[config.mk]
export PLATFORM = sky130hd
export DESIGN_NAME = tile_scheduler_flat
export DESIGN_NICKNAME = d
export VERILOG_FILES = /design/src/rtl/tile_scheduler_if.sv /design/src/rtl/tile_scheduler.sv /design/src/flat_wrapper.sv
export SDC_FILE = /design/constraint.sdc
export NUM_CORES = 1
export LEC_CHECK = 0
export CORE_MARGIN = 8
export CORE_UTILIZATION = 41
export DETAILED_ROUTE_END_ITERATION = 10
export GPL_TIMING_DRIVEN = 1
export PLACE_DENSITY = 0.69
export RECOVER_POWER = 100
export SETUP_SLACK_MARGIN = 0.2
export SKIP_LAST_GASP = 1
export SYNTH_ARGS = -nofsm -noshare
export SYNTH_HDL_FRONTEND = slang
export SYNTH_SLANG_ARGS = --single-unit
[constraint.sdc]
create_clock -name clk -period 2.4 [get_ports clk]
set_input_delay 0.48 -clock clk [delete_from_list [all_inputs] [get_ports clk]]
set_output_delay 0.48 -clock clk [all_outputs]
set_load 0.01 [all_outputs]
[src/rtl/tile_scheduler_if.sv]
// Command and tile-processor handshake bundle for tile_scheduler.
// The scheduler connects through the slave modport; its driver uses master.
interface tile_scheduler_if;
  logic       cmd_valid;
  logic       cmd_ready;
  logic [2:0] cmd_op;
  logic [2:0] cmd_rows;
  logic [2:0] cmd_cols;
  logic       tp_start;
  logic [2:0] tp_tile_i;
  logic [2:0] tp_tile_j;
  logic [2:0] tp_op_code;
  logic       tp_done;
  logic       busy;
  logic       sched_done;
  logic       err_timeout;
  logic       err_op;
  logic [6:0] tiles_done;

  modport slave (
    input  cmd_valid, cmd_op, cmd_rows, cmd_cols, tp_done,
    output cmd_ready, tp_start, tp_tile_i, tp_tile_j, tp_op_code,
           busy, sched_done, err_timeout, err_op, tiles_done
  );

  modport master (
    output cmd_valid, cmd_op, cmd_rows, cmd_cols, tp_done,
    input  cmd_ready, tp_start, tp_tile_i, tp_tile_j, tp_op_code,
           busy, sched_done, err_timeout, err_op, tiles_done
  );
endinterface

[src/rtl/tile_scheduler.sv]
// Walks a rows x cols tile grid in row-major order, starting one tile at a time
// on a tile processor and bounding each tile's completion wait with a timeout.
module tile_scheduler #(
  parameter int TIMEOUT_CYCLES = 4096
) (
  input  logic            clk,
  input  logic            rst,
  tile_scheduler_if.slave bus
);

  localparam int            CW        = (TIMEOUT_CYCLES > 1) ? $clog2(TIMEOUT_CYCLES) : 1;
  localparam logic [CW-1:0] TMO_LAST  = CW'(TIMEOUT_CYCLES - 1);
  localparam logic [2:0]    OP_MAX    = 3'd4;
  localparam logic [6:0]    TILES_MAX = 7'd64;

  localparam logic [1:0] S_IDLE   = 2'd0;
  localparam logic [1:0] S_ISSUE  = 2'd1;
  localparam logic [1:0] S_WAIT   = 2'd2;
  localparam logic [1:0] S_FINISH = 2'd3;

  logic [1:0]    r_state;
  logic [2:0]    r_op;
  logic [2:0]    r_rows;
  logic [2:0]    r_cols;
  logic [2:0]    r_tile_i;
  logic [2:0]    r_tile_j;
  logic [6:0]    r_tiles_done;
  logic [CW-1:0] r_tmo_cnt;
  logic          r_tp_done_q;
  logic          r_err_timeout;
  logic          r_err_op;
  logic          r_sched_done;

  logic w_accept;
  logic w_rise;
  logic w_last_tile;
  logic w_expired;

  assign w_accept    = (r_state == S_IDLE) && bus.cmd_valid;
  assign w_rise      = bus.tp_done && !r_tp_done_q;
  assign w_last_tile = (r_tile_i == r_rows) && (r_tile_j == r_cols);
  assign w_expired   = (r_tmo_cnt == TMO_LAST);

  always_ff @(posedge clk or posedge rst) begin
    if (rst) begin
      r_state       <= S_IDLE;
      r_op          <= 3'd0;
      r_rows        <= 3'd0;
      r_cols        <= 3'd0;
      r_tile_i      <= 3'd0;
      r_tile_j      <= 3'd0;
      r_tiles_done  <= 7'd0;
      r_tmo_cnt     <= '0;
      r_tp_done_q   <= 1'b0;
      r_err_timeout <= 1'b0;
      r_err_op      <= 1'b0;
      r_sched_done  <= 1'b0;
    end else begin
      r_tp_done_q <= bus.tp_done;
      // Done pulse lands the cycle after FINISH, once the FSM is back in IDLE.
      r_sched_done <= (r_state == S_FINISH);

      case (r_state)
        S_IDLE: begin
          if (w_accept) begin
            r_op          <= bus.cmd_op;
            r_rows        <= bus.cmd_rows;
            r_cols        <= bus.cmd_cols;
            r_tile_i      <= 3'd0;
            r_tile_j      <= 3'd0;
            r_tiles_done  <= 7'd0;
            r_err_timeout <= 1'b0;
            if (bus.cmd_op > OP_MAX) begin
              r_err_op <= 1'b1;
              r_state  <= S_FINISH;
            end else begin
              r_err_op <= 1'b0;
              r_state  <= S_ISSUE;
            end
          end
        end

        S_ISSUE: begin
          r_tmo_cnt <= '0;
          r_state   <= S_WAIT;
        end

        S_WAIT: begin
          // A completion edge wins over an expiring timeout in the same cycle.
          if (w_rise) begin
            if (r_tiles_done != TILES_MAX) begin
              r_tiles_done <= r_tiles_done + 7'd1;
            end
            if (w_last_tile) begin
              r_state <= S_FINISH;
            end else begin
              if (r_tile_j == r_cols) begin
                r_tile_j <= 3'd0;
                r_tile_i <= r_tile_i + 3'd1;
              end else begin
                r_tile_j <= r_tile_j + 3'd1;
              end
              r_state <= S_ISSUE;
            end
          end else if (w_expired) begin
            r_err_timeout <= 1'b1;
            r_state       <= S_FINISH;
          end else begin
            r_tmo_cnt <= r_tmo_cnt + CW'(1);
          end
        end

        S_FINISH: r_state <= S_IDLE;

        default: r_state <= S_IDLE;
      endcase
    end
  end

  assign bus.cmd_ready   = (r_state == S_IDLE);
  assign bus.busy        = (r_state != S_IDLE);
  assign bus.tp_start    = (r_state == S_ISSUE);
  assign bus.tp_tile_i   = r_tile_i;
  assign bus.tp_tile_j   = r_tile_j;
  assign bus.tp_op_code  = r_op;
  assign bus.sched_done  = r_sched_done;
  assign bus.err_timeout = r_err_timeout;
  assign bus.err_op      = r_err_op;
  assign bus.tiles_done  = r_tiles_done;

endmodule

[src/flat_wrapper.sv]
// flat-port wrapper written by rule: the top's interface ports become plain ports
module tile_scheduler_flat 
#(
  parameter int TIMEOUT_CYCLES = 4096
)
  (clk, rst, bus_cmd_valid, bus_cmd_op, bus_cmd_rows, bus_cmd_cols, bus_tp_done, bus_cmd_ready, bus_tp_start, bus_tp_tile_i, bus_tp_tile_j, bus_tp_op_code, bus_busy, bus_sched_done, bus_err_timeout, bus_err_op, bus_tiles_done);
  tile_scheduler_if bus_i ();
  input  logic clk;
  input  logic rst;
  input wire logic [$bits(bus_i.cmd_valid)-1:0] bus_cmd_valid;
  input wire logic [$bits(bus_i.cmd_op)-1:0] bus_cmd_op;
  input wire logic [$bits(bus_i.cmd_rows)-1:0] bus_cmd_rows;
  input wire logic [$bits(bus_i.cmd_cols)-1:0] bus_cmd_cols;
  input wire logic [$bits(bus_i.tp_done)-1:0] bus_tp_done;
  output wire logic [$bits(bus_i.cmd_ready)-1:0] bus_cmd_ready;
  output wire logic [$bits(bus_i.tp_start)-1:0] bus_tp_start;
  output wire logic [$bits(bus_i.tp_tile_i)-1:0] bus_tp_tile_i;
  output wire logic [$bits(bus_i.tp_tile_j)-1:0] bus_tp_tile_j;
  output wire logic [$bits(bus_i.tp_op_code)-1:0] bus_tp_op_code;
  output wire logic [$bits(bus_i.busy)-1:0] bus_busy;
  output wire logic [$bits(bus_i.sched_done)-1:0] bus_sched_done;
  output wire logic [$bits(bus_i.err_timeout)-1:0] bus_err_timeout;
  output wire logic [$bits(bus_i.err_op)-1:0] bus_err_op;
  output wire logic [$bits(bus_i.tiles_done)-1:0] bus_tiles_done;
  assign bus_i.cmd_valid = bus_cmd_valid;
  assign bus_i.cmd_op = bus_cmd_op;
  assign bus_i.cmd_rows = bus_cmd_rows;
  assign bus_i.cmd_cols = bus_cmd_cols;
  assign bus_i.tp_done = bus_tp_done;
  assign bus_cmd_ready = bus_i.cmd_ready;
  assign bus_tp_start = bus_i.tp_start;
  assign bus_tp_tile_i = bus_i.tp_tile_i;
  assign bus_tp_tile_j = bus_i.tp_tile_j;
  assign bus_tp_op_code = bus_i.tp_op_code;
  assign bus_busy = bus_i.busy;
  assign bus_sched_done = bus_i.sched_done;
  assign bus_err_timeout = bus_i.err_timeout;
  assign bus_err_op = bus_i.err_op;
  assign bus_tiles_done = bus_i.tiles_done;
  tile_scheduler #(.TIMEOUT_CYCLES(TIMEOUT_CYCLES)) u_core (.clk(clk), .rst(rst), .bus(bus_i));
endmodule
# After elaboration in Yosys (flattened, before gate mapping)
# Cells that the tools add are included.
op_classes:
  n_eq_ne: 16
  addsub: 4
  order_cmp: 1
  n_reduce_logical: 15
  muxes: 27
op_table:
  columns: ["op", "n"]
  rows:
  - ["$mux 12", 2]
  - ["$pmux 12 s2", 1]
  - ["$mux 3", 7]
  - ["$mux 7", 3]
  - ["$pmux 7 s2", 1]
  - ["$add 12x1->12 const B", 1]
  - ["$eq 12x12->1 const B", 1]
  - ["$pmux 3 s2", 2]
  - ["$reduce_and 4->1", 3]
  - ["$mux 2", 5]
  - ["$ne 2x1->1 const B", 5]
  - ["$pmux 2 s4", 1]
  - ["$add 7x1->7 const B", 1]
  - ["$ne 7x7->1 const B", 1]
  - ["$add 3x1->3 const B", 2]
  - ["$eq 3x3->1", 2]
  - ["$ne 2x2->1 const B", 3]
  - ["$reduce_bool 2->1", 3]
  - ["$reduce_and 5->1", 1]
  - ["$eq 2x2->1 const B", 2]
  - ["$mux 1", 4]
  - ["$reduce_and 2->1", 2]
  - ["$gt 3x3->1 const B", 1]
  - ["$logic_and 1x1->1", 3]
  - ["other kinds (6)", 6]
word_totals:
  ff_bits: 40
  elab_cells: 75
  out_inout_bits: 22
  input_bits: 13

# Longest topological paths before layout
# Gate-level depths: netlist (run 1).
logic_depth:
  word_depth: 5
  ltp_mapped: 6
  ltp_nobuf: 6

# Least setup slack after synthesis (run 1)
# No wires, ideal clock.
synth_timing:
  path_kind: "reg2reg"
  start: "reg u_core.r_tile_j[1], in the netlist u_core.bus.tp_tile_j[1]"
  end: "reg u_core.r_tile_i[2], in the netlist u_core.bus.tp_tile_i[2]"
  path_stages_with_launch: 6
  required_ns: 2.296
  slack_ns: 0.581
  t_arrival_ns: 1.715
  setup_time_ns: 0.104
  cell_sequence: "dfrtp_1 -> xor2_1 -> or3_1 -> buf_2 -> or4_1 -> o311ai_1"
synth_between:
  elab_chain_len: 4
synth_rtl:
  columns: ["item", "line", "source"]
  rows:
  - ["start, declared", "tile_scheduler.sv:26", "logic [2:0] r_tile_j;"]
  - ["start signal, assigned", "tile_scheduler.sv:101", "r_tile_j <= r_tile_j + 3'd1;"]
  - ["$eq 3x3->1 (*)", "tile_scheduler.sv:41, tile_scheduler.sv:97", null]
  - ["$logic_and 1x1->1", "tile_scheduler.sv:41", "assign w_last_tile = (r_tile_i == r_rows) && (r_tile_j == r_cols);"]
  - ["$ne 2x2->1 (no source line)", null, null]
  - ["$reduce_and 5->1 (no source line) (*)", null, null]
  - ["end signal, assigned", "tile_scheduler.sv:99", "r_tile_i <= r_tile_i + 3'd1;"]
  - ["end, declared", "tile_scheduler.sv:25", "logic [2:0] r_tile_i;"]
# Mark *: on every way between the ends. The rest lies on a longest branch, timed or not.
# A chain may end at the register's enable or synchronous reset.

# Final worst setup path (run 1)
layout_timing:
  start: "reg u_core.r_state[0]"
  end: "out bus_tp_start"
layout_between:
  elab_chain_len: 1
layout_rtl:
  columns: ["item", "line", "source"]
  rows:
  - ["start, declared", "tile_scheduler.sv:21", "logic [1:0] r_state;"]
  - ["start signal, assigned", "tile_scheduler.sv:46", "r_state <= S_IDLE;"]
  - ["start signal, assigned", "tile_scheduler.sv:75", "r_state <= S_FINISH;"]
  - ["start signal, assigned", "tile_scheduler.sv:78", "r_state <= S_ISSUE;"]
  - ["$eq 2x1->1", "tile_scheduler.sv:122", "assign bus.tp_start = (r_state == S_ISSUE);"]
  - ["end, declared", "flat_wrapper.sv:16", "output wire logic [$bits(bus_i.tp_start)-1:0] bus_tp_start;"]
# Every way passes these cells.

==> results of run 1 <==
-- per-layer routing --
metal,GRT usage [%],up-vias
met5,0,-
met4,5.16,0
met3,4.69,6
met2,21.5,43
met1,18.1,852
li1,-,854
-- synth_stat cells, drive strengths merged, types with 3 or more instances --
cell type,n
dfrtp,40
nand2,16
inv,11
a21oi,10
mux2,10
nor2,9
nand3,8
o21ai,8
nor3,6
o311ai,6
or3,6
xor2,6
buf,5
ha,5
mux2i,5
nand2b,5
nand4,5
nor2b,5
o211ai,5
clkbuf,4
o41ai,4
or4,4
and2,3
and4,3
nand4b,3
o31ai,3
-- power breakdown --
part	switching [uW]	internal, uW
registers	193	858
clock network	234	234
logic	585	553
-- logic make-up after synthesis --
| kind of cell | synth area share (%) |
|---|---|
| AND/OR/NAND/NOR | 21.8 |
| flip-flops | 47.4 |
| buffers and inverters | 3.85 |
| AO/OA/AOI/OAI | 13.0 |
| adder cells (fa/ha/maj) | 2.96 |
| multiplexers | 7.70 |
| XOR/XNOR | 3.32 |
-- layout make-up --
cell class                      count  area [um^2]
Timing Repair Buffer               42          403
Fill cell                         464         2380
Multi-Input combinational cell    149         1030
Inverter                           11         41.3
Clock inverter                      1         7.51
Tap cell                           70         87.6
Sequential cell                    40         1000
Clock buffer                        7         86.3
-- state kept, by name (all words and copies together) (netlist names) --
name,flops
u_core.bus.err_op,1
u_core.bus.err_timeout,1
u_core.bus.sched_done,1
u_core.bus.tiles_done,7
u_core.bus.tp_op_code,3
u_core.bus.tp_tile_i,3
u_core.bus.tp_tile_j,3
u_core.r_cols,3
u_core.r_rows,3
u_core.r_state,2
u_core.r_tmo_cnt,12
u_core.r_tp_done_q,1
-- worst register-to-register path, delay by kind of cell, from the launching register on --
kind                       cells  cell delay [ns]
and+or+nand+nor                3             0.70
buffers and inverters          1             0.41
DFF                            1             0.44
adders and majority gates      1             0.26
muxes                          1             0.16
-- how the worst min path moves through the flow --
stage,startpoint,end,slack (ns),cells past startpoint
floorplan,u_core.r_tmo_cnt[4],u_core.r_tmo_cnt[4],0.48,1
global placement,u_core.bus.tp_op_code[1],u_core.bus.tp_op_code[1],0.49,1
detailed placement,u_core.bus.err_op,u_core.bus.err_op,0.50,1
CTS,u_core.bus.tp_op_code[0],u_core.bus.tp_op_code[0],0.52,1
global route,u_core.bus.err_op,u_core.bus.err_op,0.53,1
finish,u_core.bus.tp_op_code[2],u_core.bus.tp_op_code[2],0.51,1
-- stage by stage --
| step | total power, uW | utilization, % | hold slack (ns) | cells |
|---|---|---|---|---|
| 2_1_floorplan | 1750 | - | 0.479 | 209 |
| 3_3_place_gp | 2250 | 51.1 | 0.489 | 312 |
| 3_5_place_dp | 2270 | 51.1 | 0.499 | 312 |
| 4_1_cts | 2760 | 53.0 | 0.518 | 320 |
| 5_1_grt | 2860 | 52.7 | 0.526 | 320 |
| 6_report | 2660 | 52.7 | 0.511 | 320 |
==> summary.md, run 1 <==
| Metric | Value |
|---|---|
| Status | `finished, final reports clean` |
| GRT Total Usage | `14.1%` |
| RSZ-0062 raised after global routing | `false` |
| Postcts setup bufs | `0` |
| Worst min path class | `reg -> reg` |
| Post-synthesis sequential area ratio | `47.4%` |
| CP peak stage delay | `0.57 ns` |
| Met1 wire length | `2280 um` |
| Layout net count | `267` |
| Pwr/cell area | `1000 nW/um^2` |
| I/O Buffers | `34` |
| Diodes inserted | `0` |
| Clk_skew | `0.00788 ns` |
| Crit Path Max Fanout | `10` |
| Crit path max-delay cell type | `clkdlybuf4s50_1` |
| Worst R2R Start | `u_core.r_tmo_cnt[0]` |
| DP Area | `2580 um^2` |
| Leak pwr | `0.00111 uW` |
| Cell family with most CP delay | `buffers and inverters` |
| DR DRC count | `0` |
| Critical Path Source Type | `register` |
| Routability cong. | `0.756` |
| Num CTS Buffers | `5` |
| Slew @ Worst Pin | `1.01 ns` |
| Worst-path cell chain | `nand2b_1 > inv_1 > clkdlybuf4s50_1` |
| Max_slew headroom | `32.4%` |
| Antenna violations before repair | `0` |
| Buffers & Inverters on Critical Path | `2` |
| Post-synth EDFFs | `0` |
| Highest clock rate | `462 MHz` |
| Vias | `1755` |
| Dominant synthesized flop cell | `dfrtp_1` |
| CTS clk-pin slew, worst paths | `0.08 ns` |
| Top layer in use | `met4` |
| CTS H-tree depth | `2` |
| Post-synth ARST share | `100%` |
| Synthesized area | `2110 um^2` |
| GRT overflow | `0` |
| Final worst path period share | `90.1%` |
| First-pass GRT wire length | `8480 um` |
| DRT Wirelength | `4980 um` |
| Root Buffer Master | `clkbuf_8` |
| Resized cells post-CTS | `1` |
| Net Count, Synth | `227` |
| I/O Pins | `35` |
| Post-synth top area share | `47.4%` |
| Worst reg-to-reg setup slack | `0.33 ns` |
| Yosys cell types | `38` |
| Die W | `87.8 um` |
| Sink Count | `40` |
| CP endpoint | `bus_tp_start` |
| Design Area, Final | `2660 um^2` |
| Initial Util | `41.9%` |
| Largest net degree at the start of global routing | `41` |
| TritonCTS clock tree | `built` |
| Drt pass-1 iters | `4` |
| DIE HEIGHT | `87.8 um` |
| Worst IR drop on VDD | `0.617 mV` |
| Critical path launch point | `u_core.r_state[0]` |
| Register-to-Register Path Depth | `6` |
| Crit end category | `output pin` |
| Crit Path Class | `reg -> out` |
| Tmin final | `2.16 ns` |
| WP data required | `1.92 ns` |
| Avg Cell Area, Syn | `10.1 um^2` |
| # rows | `26` |
| Syn Inst Count | `209` |
| Vias in the first global route | `1760` |
| Max-cap violations | `0` |
| Synth area leader | `dfrtp_1` |
| Drt wl/cell | `15.6 um` |
| Critical Path AT | `1.68 ns` |
| Ys Warns | `0` |
| Setup TNS | `0 ns` |
| First DRT Iteration DRCs | `121` |
| P&R area growth vs syn | `25.8%` |
| DIE AREA | `7710 um^2` |
| Post-place setup slack | `0.195 ns` |
| Clk_lat worst skew | `0.29 ns` |
| Setup violations, final | `0` |
| Via density | `5.48` |
| Final Hold Viols | `0` |
| Seq cells post-synth | `40` |
| Top cells by area, synth | `dfrtp_1 47%, mux2_2 5.3%, ha_1 3.0%` |
| Layout cell share with drive strength beyond 1 | `10.4%` |
| RR Endpoint | `u_core.r_tmo_cnt[1]` |
| Final WS setup | `0.238 ns` |
| Met2 wire len | `2370 um` |
| Final ANT Viol Nets | `0` |
| Crit. path cell count | `3` |
| Max Slew Vio Count | `0` |
| Bufs on Longest Clock Path | `2` |
| Core area | `5040 um^2` |
| Cts hold-fix bufs | `0` |
| Final HPWL DP | `3680 um` |
| Routed wl met3 | `300 um` |
| Commonest cells after routing, fill and taps aside | `40 x dfrtp_1, 23 x dlygate4sd3_1, 16 x nand2_1` |
| Most common cell after layout, fill and taps aside | `dfrtp_1` |
Power figures use the tool's default switching activity.
==> run 2, diff against run 1 <==
Settings changed: HOLD_SLACK_MARGIN set to 0.02, MAX_ROUTING_LAYER set to met4, SETUP_SLACK_MARGIN 0.2 to unset.
==> run 2 against run 1 <==
Net effect: sequential power about the same; flip-flop and latch count unchanged; non-clock buffer count unchanged; die area unchanged; hold slack worse by 0.00065 ns; maximum frequency down 2.6%; critical path type unchanged.
==> summary.md, run 2 (same netlist as run 1, synthesis figures left out) <==
| Metric | Value |
|---|---|
| Status | `finished, final reports clean` |
| GRT Total Usage | `14.5%` |
| Vias | `1765` |
| Fill cell count | `464` |
| Internal power | `1640 uW` |
| GRT overflow | `0` |
| WP data required | `1.92 ns` |
| Sequential share of power | `39.6%` |
| Register area | `1000 um^2` |
| DRT Wirelength | `5000 um` |
| P&R area growth vs syn | `25.8%` |
| Root Buffer Master | `clkbuf_8` |
| Final WS setup | `0.179 ns` |
| Most common cell after layout, fill and taps aside | `dfrtp_1` |
| # rows | `26` |
| Antenna violations before repair | `0` |
| DR DRC count | `0` |
| Clk_lat worst skew | `0.29 ns` |
| Power share of the combinational group | `42.8%` |
| TritonCTS clock tree | `built` |
| I/O Buffers | `34` |
| Area occupied by multi-input gates | `1030 um^2` |
| CTS clk-pin slew, worst paths | `0.08 ns` |
| Bufs on Longest Clock Path | `2` |
| Tmin final | `2.22 ns` |
| CTS H-tree depth | `2` |
| Final Hold Viols | `0` |
| Post-place setup slack | `0.195 ns` |
| Cts hold-fix bufs | `0` |
| Crit Path Class | `reg -> out` |
| Pwr Total | `2660 uW` |
| Clock share of power | `17.7%` |
| Largest net degree at the start of global routing | `41` |
| Pwr/cell area | `1000 nW/um^2` |
| Max FFs per register | `12` |
| DIE AREA | `7710 um^2` |
| Routability cong. | `0.765` |
| Vias in the first global route | `1758` |
| Leak pwr | `0.00112 uW` |
| Non-filler cells, final | `320` |
| I/O Pins | `35` |
| Sink Count | `40` |
| Num CTS Buffers | `5` |
| Via density | `5.52` |
| Critical Path Source Type | `register` |
| Commonest cells after routing, fill and taps aside | `40 x dfrtp_1, 24 x dlygate4sd3_1, 16 x nand2_1` |
| RSZ-0062 raised after global routing | `false` |
| Max Slew Vio Count | `0` |
| P_sw | `1020 uW` |
| Die W | `87.8 um` |
| Cells after DPL | `312` |
| Setup TNS | `0 ns` |
| Crit end category | `output pin` |
| Setup violations, final | `0` |
| Worst min path class | `reg -> reg` |
| Crit Path Max Fanout | `10` |
| Worst IR drop on VDD | `0.615 mV` |
| Highest clock rate | `450 MHz` |
| Max-cap violations | `0` |
| Final HPWL DP | `3680 um` |
| Final ANT Viol Nets | `0` |
| Layout cell share with drive strength beyond 1 | `10.4%` |
| Max_slew headroom | `33.4%` |
| Critical Path AT | `1.74 ns` |
| Clk_skew | `0.00762 ns` |
| Slew @ Worst Pin | `0.999 ns` |
| Layout net count | `267` |
| First DRT Iteration DRCs | `121` |
| Switching part of the total | `38.2%` |
| Postcts setup bufs | `0` |
| Final worst path period share | `92.5%` |
| Resized cells post-CTS | `0` |
| Top reg by flops | `u_core.r_tmo_cnt` |
| Core area | `5040 um^2` |
| DIE HEIGHT | `87.8 um` |
| Diodes inserted | `0` |
| First-pass GRT wire length | `8480 um` |
| Final Util | `52.7%` |
| Drt wl/cell | `15.6 um` |
| Drt pass-1 iters | `7` |
| Initial Util | `41.9%` |
run 2: cell types whose count changed in the layout (fill, tap and decap cells not counted):
| cell | before | now |
|---|---|---|
| clkdlybuf4s50_1 | 11 | 10 |
| dlygate4sd3_1 | 23 | 24 |
run 2: metal layers:
layer | wire (um) | up-vias | track usage [%]
met5 | 0 | - | -
met4 | 53 | 0 | 5.16
met3 | 208 | 9 | 3.56
met2 | 2360 | 46 | 21.5
met1 | 2370 | 858 | 18.8
li1 | - | 852 | -
run 2: metrics by stage:
step           area (um^2)  hold slack, ns
2_1_floorplan         2110           0.479
3_3_place_gp          2580           0.489
3_5_place_dp          2580           0.499
4_1_cts               2670           0.518
5_1_grt               2660           0.526
6_report              2660           0.510
run 2: power groups by stage:
stage	registers, uW	logic, uW	clock network, uW
2_1_floorplan	1060	690	0
3_3_place_gp	1060	1190	0
3_5_place_dp	1070	1210	0
4_1_cts	1060	1210	488
5_1_grt	1090	1260	516
6_report	1050	1140	470
run 2: worst paths after layout:
| kind | to | depth (start not counted) | slack [ns] | start |
|---|---|---|---|---|
| worst max-delay path | bus_tp_start | 3 | 0.18 | u_core.r_state[0] |
| worst max register to register | u_core.r_tmo_cnt[1] | 6 | 0.33 | u_core.r_tmo_cnt[0] |
| worst min register to register | u_core.bus.tp_op_code[2] | 1 | 0.51 | u_core.bus.tp_op_code[2] |
| min in group asynchronous | u_core.r_tmo_cnt[1] | 3 | 0.94 | rst |
| max in group asynchronous | u_core.bus.tiles_done[5] | 3 | 0.85 | rst |
| worst min-delay path | u_core.bus.tp_op_code[2] | 1 | 0.51 | u_core.bus.tp_op_code[2] |
run 2: worst max-delay path: stages, from the launching register on:
cell and delay (ns):
dfrtp_1 0.52, nand2b_1 0.12, inv_1 0.17, dlygate4sd3_1 0.63
run 2: layout make-up:
cell class                      count  area share (%)
Multi-Input combinational cell    149            38.8
Sequential cell                    40            37.7
Timing Repair Buffer               42            15.2
Tap cell                           70            3.30
Clock buffer                        7            3.25
Inverter                           11            1.55
Clock inverter                      1           0.282
==> run 3, diff against run 2 <==
Settings changed: RECOVER_POWER 100 to unset.
==> run 3 against run 2 <==
Net effect: clock skew hardly changed; via count is 0.62% lower; sequential share of layout area is 0.21 points lower; clock power hardly changed; non-clock buffer count stayed put; clock-buffer cell count stayed put; global-route usage stayed put; first-iteration DRC count is 15% lower.
==> summary.md, run 3 (same netlist as run 1, synthesis figures left out) <==
| Metric | Value |
|---|---|
| Status | `finished, final reports clean` |
| Vias | `1754` |
| Root Buffer Master | `clkbuf_8` |
| Max FFs per register | `12` |
| Setup TNS | `0 ns` |
| Clk_lat worst skew | `0.29 ns` |
| Routability cong. | `0.765` |
| Top reg by flops | `u_core.r_tmo_cnt` |
| Cell family with most CP delay | `buffers and inverters` |
| Tmin final | `2.19 ns` |
| Power share of the combinational group | `43.9%` |
| Final ANT Viol Nets | `0` |
| Sink Count | `40` |
| # rows | `26` |
| Sequential share of power | `38.8%` |
| Worst IR drop on VDD | `0.645 mV` |
| Setup violations, final | `0` |
| Postcts setup bufs | `0` |
| Crit Path Max Fanout | `10` |
| P_sw | `1020 uW` |
| Most common cell after layout, fill and taps aside | `dfrtp_1` |
| Buffers & Inverters on Critical Path | `2` |
| Max_slew headroom | `65.2%` |
| Diodes inserted | `0` |
| GRT Total Usage | `14.5%` |
| TritonCTS clock tree | `built` |
| Initial Util | `41.9%` |
| Drt wl/cell | `15.7 um` |
| Slew @ Worst Pin | `0.517 ns` |
| Final Hold Viols | `0` |
| Final worst path period share | `91.1%` |
| GRT overflow | `0` |
| Clk_skew | `0.00805 ns` |
| Layout net count | `267` |
| Vias in the first global route | `1758` |
| CTS clk-pin slew, worst paths | `0.08 ns` |
| Critical Path Source Type | `register` |
| Via density | `5.48` |
| I/O Pins | `35` |
| I/O Buffers | `34` |
| Switching part of the total | `37.6%` |
| First DRT Iteration DRCs | `103` |
| Leak pwr | `0.00108 uW` |
| Critical Path AT | `1.71 ns` |
| DRT Wirelength | `5030 um` |
| Crit path max-delay cell type | `clkdlybuf4s50_1` |
| Num CTS Buffers | `5` |
| Cts hold-fix bufs | `0` |
| Crit end category | `output pin` |
| RSZ-0062 raised after global routing | `false` |
| Drt pass-1 iters | `4` |
| WP data required | `1.92 ns` |
| Antenna violations before repair | `0` |
| Internal power | `1700 uW` |
| Bufs on Longest Clock Path | `2` |
| Pwr/cell area | `1020 nW/um^2` |
| Layout cell share with drive strength beyond 1 | `11.6%` |
| Max Slew Vio Count | `0` |
| Final HPWL DP | `3680 um` |
| DIE AREA | `7710 um^2` |
| Highest clock rate | `457 MHz` |
| Commonest cells after routing, fill and taps aside | `40 x dfrtp_1, 34 x clkdlybuf4s50_1, 16 x nand2_1` |
| Die W | `87.8 um` |
| Core area | `5040 um^2` |
| CP peak stage delay | `0.57 ns` |
| Worst-path cell chain | `nand2b_1 > inv_1 > clkdlybuf4s50_1` |
| Final Util | `53.0%` |
| Worst min path class | `reg -> reg` |
| Largest net degree at the start of global routing | `41` |
| DIE HEIGHT | `87.8 um` |
| Crit Path Class | `reg -> out` |
| DR DRC count | `0` |
| Resized cells post-CTS | `0` |
| Clock share of power | `17.3%` |
| Max-cap violations | `0` |
| CTS H-tree depth | `2` |
| P&R area growth vs syn | `26.5%` |
| First-pass GRT wire length | `8480 um` |
==> run 3: area by class of cell <==
cell class / count / area (um^2)
clock buffers: 7 / 86.3
clock inverters: 1 / 7.51
fillers: 459 / 2370
inverters: 11 / 41.3
multi-input cells: 149 / 1040
flip-flops and latches: 40 / 1000
well taps: 70 / 87.6
repair buffers: 42 / 413
==> run 3: per-layer routing <==
metal / vias to the layer above / GRT usage (%) / share of wire, %
li1: 854 / - / -
met1: 856 / 18.8 / 48
met2: 36 / 21.5 / 47
met3: 8 / 3.56 / 3.6
met4: 0 / 5.16 / 0.96
met5: - / - / 0
==> run 3: path summary, 6_finish.rpt <==
path,slack [ns],startpoint,cells past startpoint,endpoint
worst max register to register,0.49,u_core.bus.tp_tile_j[1],4,u_core.bus.tp_tile_i[2]
worst min-delay path,0.52,u_core.bus.tp_op_code[2],1,u_core.bus.tp_op_code[2]
worst max-delay path,0.21,u_core.r_state[0],3,bus_tp_start
max in group asynchronous,1.43,rst,3,u_core.bus.tiles_done[5]
worst min register to register,0.52,u_core.bus.tp_op_code[2],1,u_core.bus.tp_op_code[2]
min in group asynchronous,0.61,rst,3,u_core.r_tmo_cnt[1]
==> run 3: through the flow <==
stage / setup slack (ns) / total power, uW / hold slack [ns] / instance area (um^2) / cells
after floorplan: 0.581 / 1750 / 0.479 / 2110 / 209
after global placement: 0.270 / 2250 / 0.489 / 2580 / 312
after detailed placement: 0.195 / 2270 / 0.499 / 2580 / 312
after CTS: 0.190 / 2750 / 0.518 / 2670 / 320
after global routing: 0.100 / 2930 / 0.532 / 2670 / 320
final: 0.214 / 2720 / 0.516 / 2670 / 320
==> run 3: power by group through the flow <==
stage	combinational, uW	sequential [uW]	clock, uW
after CTS	1210	1060	488
final	1190	1060	470
after global routing	1320	1090	516
after detailed placement	1210	1070	0
after global placement	1190	1060	0
after floorplan	690	1060	0
